$ cat src/rtl/serial_adder_pkg.sv
// Shared types and constants for the digit-serial signed adder.
//   state_t    : FSM state encoding (IDLE, RUN, DONE)
//   cnt_width  : width of the digit counter for a given N/D, never below 1
//   RST_*      : reset values of the top-level registers
package serial_adder_pkg;

    typedef enum logic [1:0] {
        IDLE = 2'd0,
        RUN  = 2'd1,
        DONE = 2'd2
    } state_t;

    function automatic int unsigned cnt_width(input int unsigned n, input int unsigned d);
        int unsigned w;
        w = $clog2(n / d);
        return (w < 1) ? 1 : w;
    endfunction

    localparam state_t RST_STATE = IDLE;
    localparam logic   RST_CARRY = 1'b0;
    localparam logic   RST_SIGN  = 1'b0;

endpackage

$ cat src/rtl/rca_digit.sv
// Combinational D-bit ripple-carry adder slice.
// Ports:
//   x, y : D-bit addend digits
//   cin  : carry into bit 0
//   s    : D-bit sum digit
//   cout : carry out of bit D-1
module rca_digit #(
    parameter int unsigned D = 2
) (
    input  logic [D-1:0] x,
    input  logic [D-1:0] y,
    input  logic         cin,
    output logic [D-1:0] s,
    output logic         cout
);

    logic c;

    always_comb begin
        s = '0;
        c = cin;
        for (int i = 0; i < int'(D); i++) begin
            s[i] = x[i] ^ y[i] ^ c;
            c    = (x[i] & y[i]) | (c & (x[i] ^ y[i]));
        end
        cout = c;
    end

endmodule

$ cat src/rtl/serial_signed_adder.sv
// Digit-serial two's-complement adder: N-bit signed a and b in, exact (N+1)-bit
// signed sum out, D bits per clock, N/D cycles per operation.
// Ports:
//   clk, rst             : clock, asynchronous active-high reset
//   sub                  : (SERIAL_ADDER_SUB_EN builds only) compute a-b instead of a+b
//   in_valid / in_ready  : operand handshake, accepted only in IDLE
//   a, b                 : N-bit signed operands
//   out_valid / out_ready: result handshake, result held while out_ready=0
//   o                    : (N+1)-bit registered signed result
// Optional feature: define SERIAL_ADDER_SUB_EN to add the sub input.
module serial_signed_adder
    import serial_adder_pkg::*;
#(
    parameter int unsigned N = 8,
    parameter int unsigned D = 2
) (
    input  logic         clk,
    input  logic         rst,
`ifdef SERIAL_ADDER_SUB_EN
    input  logic         sub,
`endif
    input  logic         in_valid,
    output logic         in_ready,
    input  logic [N-1:0] a,
    input  logic [N-1:0] b,
    output logic         out_valid,
    input  logic         out_ready,
    output logic [N:0]   o
);

    localparam int unsigned STEPS = N / D;
    localparam int unsigned CW    = cnt_width(N, D);
    localparam logic [CW-1:0] LAST = CW'(STEPS - 1);

    if ((N < 2) || (D < 1) || (D > N) || ((N % D) != 0)) begin : g_param_check
        $fatal(1, "serial_signed_adder: N must be >= 2 and a multiple of D (1 <= D <= N)");
    end

    state_t          state_q, state_d;
    logic [N-1:0]    a_q, a_d;
    logic [N-1:0]    b_q, b_d;
    logic [N:0]      o_q, o_d;
    logic            carry_q, carry_d;
    logic [CW-1:0]   cnt_q, cnt_d;
    // a[N-1] ^ b_eff[N-1], captured at acceptance because the shifters lose the MSBs
    logic            sign_q, sign_d;

    logic [N-1:0]    b_eff;
    logic            cin0;
    logic [D-1:0]    sum;
    logic            cout;
    logic [N-1:0]    res_shift;

`ifdef SERIAL_ADDER_SUB_EN
    // a - b == a + ~b + 1
    assign b_eff = sub ? ~b : b;
    assign cin0  = sub;
`else
    assign b_eff = b;
    assign cin0  = 1'b0;
`endif

    rca_digit #(
        .D(D)
    ) u_rca (
        .x    (a_q[D-1:0]),
        .y    (b_q[D-1:0]),
        .cin  (carry_q),
        .s    (sum),
        .cout (cout)
    );

    // New sum digit enters at the MSB end; after N/D steps the low digit is at bit 0.
    if (D == N) begin : g_single_digit
        assign res_shift = sum;
    end else begin : g_multi_digit
        assign res_shift = {sum, o_q[N-1:D]};
    end

    always_comb begin
        state_d = state_q;
        a_d     = a_q;
        b_d     = b_q;
        o_d     = o_q;
        carry_d = carry_q;
        cnt_d   = cnt_q;
        sign_d  = sign_q;
        case (state_q)
            IDLE: begin
                if (in_valid) begin
                    a_d     = a;
                    b_d     = b_eff;
                    carry_d = cin0;
                    cnt_d   = '0;
                    sign_d  = a[N-1] ^ b_eff[N-1];
                    state_d = RUN;
                end
            end
            RUN: begin
                a_d            = a_q >> D;
                b_d            = b_q >> D;
                carry_d        = cout;
                o_d[N-1:0]     = res_shift;
                cnt_d          = cnt_q + 1'b1;
                if (cnt_q == LAST) begin
                    // cout here is the carry out of bit N-1
                    o_d[N]  = sign_q ^ cout;
                    state_d = DONE;
                end
            end
            DONE: begin
                if (out_ready) begin
                    state_d = IDLE;
                end
            end
            default: begin
                state_d = IDLE;
            end
        endcase
    end

    always_ff @(posedge clk or posedge rst) begin
        if (rst) begin
            state_q <= RST_STATE;
            a_q     <= '0;
            b_q     <= '0;
            o_q     <= '0;
            carry_q <= RST_CARRY;
            cnt_q   <= '0;
            sign_q  <= RST_SIGN;
        end else begin
            state_q <= state_d;
            a_q     <= a_d;
            b_q     <= b_d;
            o_q     <= o_d;
            carry_q <= carry_d;
            cnt_q   <= cnt_d;
            sign_q  <= sign_d;
        end
    end

    assign in_ready  = (state_q == IDLE);
    assign out_valid = (state_q == DONE);
    assign o         = o_q;

endmodule

$ cat config.mk
export PLATFORM = sky130hd
export DESIGN_NAME = serial_signed_adder
export DESIGN_NICKNAME = d
export VERILOG_FILES = /design/src/rtl/serial_adder_pkg.sv /design/src/rtl/rca_digit.sv /design/src/rtl/serial_signed_adder.sv
export SDC_FILE = /design/constraint.sdc
export NUM_CORES = 1
export LEC_CHECK = 0
export ABC_AREA = 1
export BUFFER_PORTS_ARGS = -buffer_cell sky130_fd_sc_hd__buf_2
export CORE_UTILIZATION = 28
export CTS_CLUSTER_SIZE = 8
export DETAILED_ROUTE_END_ITERATION = 7
export SYNTH_ARGS = -nofsm -noshare
export SYNTH_HDL_FRONTEND = slang
export SYNTH_SLANG_ARGS = --single-unit
export TNS_END_PERCENT = 50
$ cat constraint.sdc
create_clock -name clk -period 2.06 [get_ports clk]
set_input_delay 0.206 -clock clk [delete_from_list [all_inputs] [get_ports clk]]
set_output_delay 0.206 -clock clk [all_outputs]
set_load 0.03 [all_outputs]
==> impl_results.md <==
- Detailed route wirelength on metal2: 1.48 mm
- Crit path capture type: primary output
- # IOs: 31
- Sum of met3 wire segment lengths after detailed routing: 194 um
- WL met1: 1.43 mm
- Number of I/O port buffers: 30
- Fraction of the yosys area taken by sequential cells: 52.1%
- Largest net degree at the start of global routing: 32
- Critical R2R Capture: o[7]
- Die Outline Area: 5610 um^2
- Worst skew pair latency: 0.28 ns
- Pin slew with the least headroom to its limit: 0.402 ns
- Minimum period implied by the final worst setup slack: 1.61 ns
- Commonest non-fill, non-tap cells in the layout: 98 x nand2_1, 31 x dfrtp_1, 30 x buf_2
- Cell breakdown of the critical path: buf_4 -> nor2_1 -> buf_2
- Floorplan core area: 5110 um^2
- Slowest stage cell on the critical path: dfrtp_1
- Post-Synth Adder-Cell Area: 3.53%
- Register share of total power: 37.8%
- Cell-internal power: 1550 uW
- Switching pwr: 1270 uW
- Starting density of the core: 29.2%
- Setup Viol. Count Final: 0
- Setup clock skew after layout: 0.00300 ns
- Count of antenna-violating nets left after detailed routing: 0
- Number of gates resized after CTS: 0
- Post-synthesis share of cell area spent on and, or, nand and nor gates: 33.7%
- Average vias per placed instance: 4.28
- Post-CTS Setup Bufs: 0
- Cell class contributing the biggest share of worst-path delay: flip-flops
- Post-Syn Instances: 185
- Arrival @ worst endpoint: 1.41 ns
- Failing checks: hold timing
- Worst Reg2Reg Path Length in Cells: 6
- Die Ht: 74.9 um
- Non-filler instance count after layout: 286
- Initial antenna violation count: 0
- Count of clock tree sinks: 31
- Post-detailed-route wirelength per cell: 11.0 um
- Register bit total from synthesis: 31
- Total Nets Final: 240
- Worst slew slack as a fraction of its limit: 73.2%
- Cts bufs inserted: 5
- Required time of the critical path: 1.85 ns
- Leakage component of the power: 0.00101 uW
- Switching share of total power: 45.0%
- Upper clock frequency limit: 621 MHz
- Drc violations: 0
- Setup repair after global routing missed its margin: no
- Synthesis-to-layout area growth: 18.6%
- Count of endpoints failing hold in the final timing report: 1
- Detailed-router iteration count before antenna repair: 4
- Level count of the clock H-tree: 2
- Run status: finished, violations left
- Synthesized-area fraction occupied by ao, oa, aoi and oai cells: 2.44%
- Worst IR drop on VDD: 0.421 mV
- Total wirelength of the detailed-routed design: 3.14 mm
- Multiplexer share of the synthesized area: 0%
- Root Driver: clkbuf_8
- CP Launch Point: state_q[0]
- Clock network fraction of total power: 15.1%
- Floorplan row count: 26
- HP Class: input port to async pin
- Sum of negative setup slack: 0 ns
- Post-Synthesis Mean Instance Area: 8.05 um^2
- Beginning of the worst register-to-register path: a_q[0]
- Detail Placement HPWL: 2.06 mm
- Diodes inserted: 0
- Combinational group share of total power: 47.0%
- Total of warnings raised by yosys: 0
- Worst path buffer plus inverter count: 2
- Clock input transition at the sequential cells of the worst setup and hold paths: 0.06 ns
- Longest individual stage delay on the worst path: 0.57 ns
- Worst hold slack after final layout: -0.00182 ns
- Number of instances in the placed design: 280
- Number of slew-limit violations in the final report: 0
- Clock tree from TritonCTS: built
- Total number of vias: 1224
- Maximum clock insertion buffer count: 2
- Synth Cell Area: 1490 um^2
- Main combinational cell family by area after synthesis: simple AND/OR/NAND/NOR gates
- WS Path Type: flop to primary output
- Max Fanout on Critical Path: 18
- Hold_buf cts: 0
- Xor and xnor fraction of the mapped netlist area: 1.18%
- Max-Cap Viols: 0
- Number of global-route vias before repair: 1187
- Most common cell after layout, fill and taps aside: nand2_1
- Top sig layer: met4
- Post-Syn Nets: 208
- GRT Resource Usage Total: 12.9%
- DRT iter0 DRCs: 20
- Routability cong.: 0.699
- Count of cell types in the netlist: 17
- CP endpoint: out_valid
- Die span in x: 74.9 um
- Global route overflow: 0
- Ratio of cells with drive above 1 in the final layout: 20.4%
- Number of cells on the critical path: 3
- Wire length of the first global-routing pass: 5.30 mm
- FF-to-FF setup slack: 0.52 ns
- Power per cell area: 1590 nW/um^2
- Period Utilization, post-route: 78.2%
- Startpoint class of the critical path: flop
==> worst min-delay path by stage <==
stage          startpoint  endpoint  slack [ns]  depth (start not counted)
2_1_floorplan         rst    a_q[0]        0.31                          1
3_3_place_gp          rst      o[2]        0.31                          3
3_5_place_dp          rst      o[2]        0.31                          3
4_1_cts               rst      o[2]        0.01                          3
5_1_grt               rst      o[2]        0.04                          3
6_report              rst      o[2]      -0.002                          3
==> kinds of logic (layout without fill, tap and decap cells) <==
kind of cell	after synthesis	after routing
adders and majority gates	3	3
DFF	31	31
AOI/OAI and AO/OA	5	5
buffers and inverters	19	50
and+or+nand+nor	125	125
xor gates and xnor gates	2	2
==> power by group through the flow <==
stage | clock network (uW) | logic (uW) | registers, uW
floorplan | 0 | 957 | 1170
global placement | 0 | 1320 | 1070
detailed placement | 0 | 1340 | 1080
CTS | 447 | 1350 | 1070
global route | 475 | 1530 | 1110
finish | 426 | 1320 | 1070
==> synth_stat cells (all sizes together) <==
| library cell | instances | area (um^2) |
|---|---|---|
| buf | 10 | 71.3 |
| dfrtp | 31 | 776 |
| fa | 2 | 40.0 |
| ha | 1 | 12.5 |
| inv | 9 | 33.8 |
| nand2 | 99 | 374 |
| nand3 | 21 | 105 |
| nor2 | 3 | 11.3 |
| nor3 | 1 | 5.00 |
| o21ai | 5 | 36.3 |
| or2 | 1 | 6.26 |
| xor2 | 2 | 17.5 |
==> metrics by stage <==
step	instance area (um^2)	total power, uW	setup slack (ns)	util [%]	hold slack [ns]
detailed placement	1690	2420	0.529	33.1	0.313
CTS	1770	2870	0.437	34.6	0.0142
finish	1770	2820	0.449	34.6	-0.00182
floorplan	1490	2130	0.583	-	0.310
global placement	1690	2390	0.558	33.1	0.311
global route	1770	3110	0.366	34.6	0.0445
==> layout make-up <==
cell class | count | area, um^2
clock buffer | 6 | 72.6
fill | 585 | 3340
inverter | 9 | 33.8
multi-input combinational | 135 | 608
sequential | 31 | 776
tap | 70 | 87.6
timing repair buffer | 35 | 188
==> worst min-delay path: stages <==
cell and delay (ns):
buf_2 0.09, inv_1 0.04, buf_4 0.35
==> sequential cells by signal, summed over array words and instances (netlist names) <==
signal / flops
a_q: 8
b_q: 8
carry_q: 1
cnt_q: 2
o: 9
sign_q: 1
state_q: 2
==> layer usage <==
metal / global-route usage [%] / vias up
met5: 0 / -
met4: 4.40 / 0
met3: 6.02 / 5
met2: 20.4 / 28
met1: 15.6 / 564
li1: - / 627
Note: power is estimated with default switching activity, not from simulation.
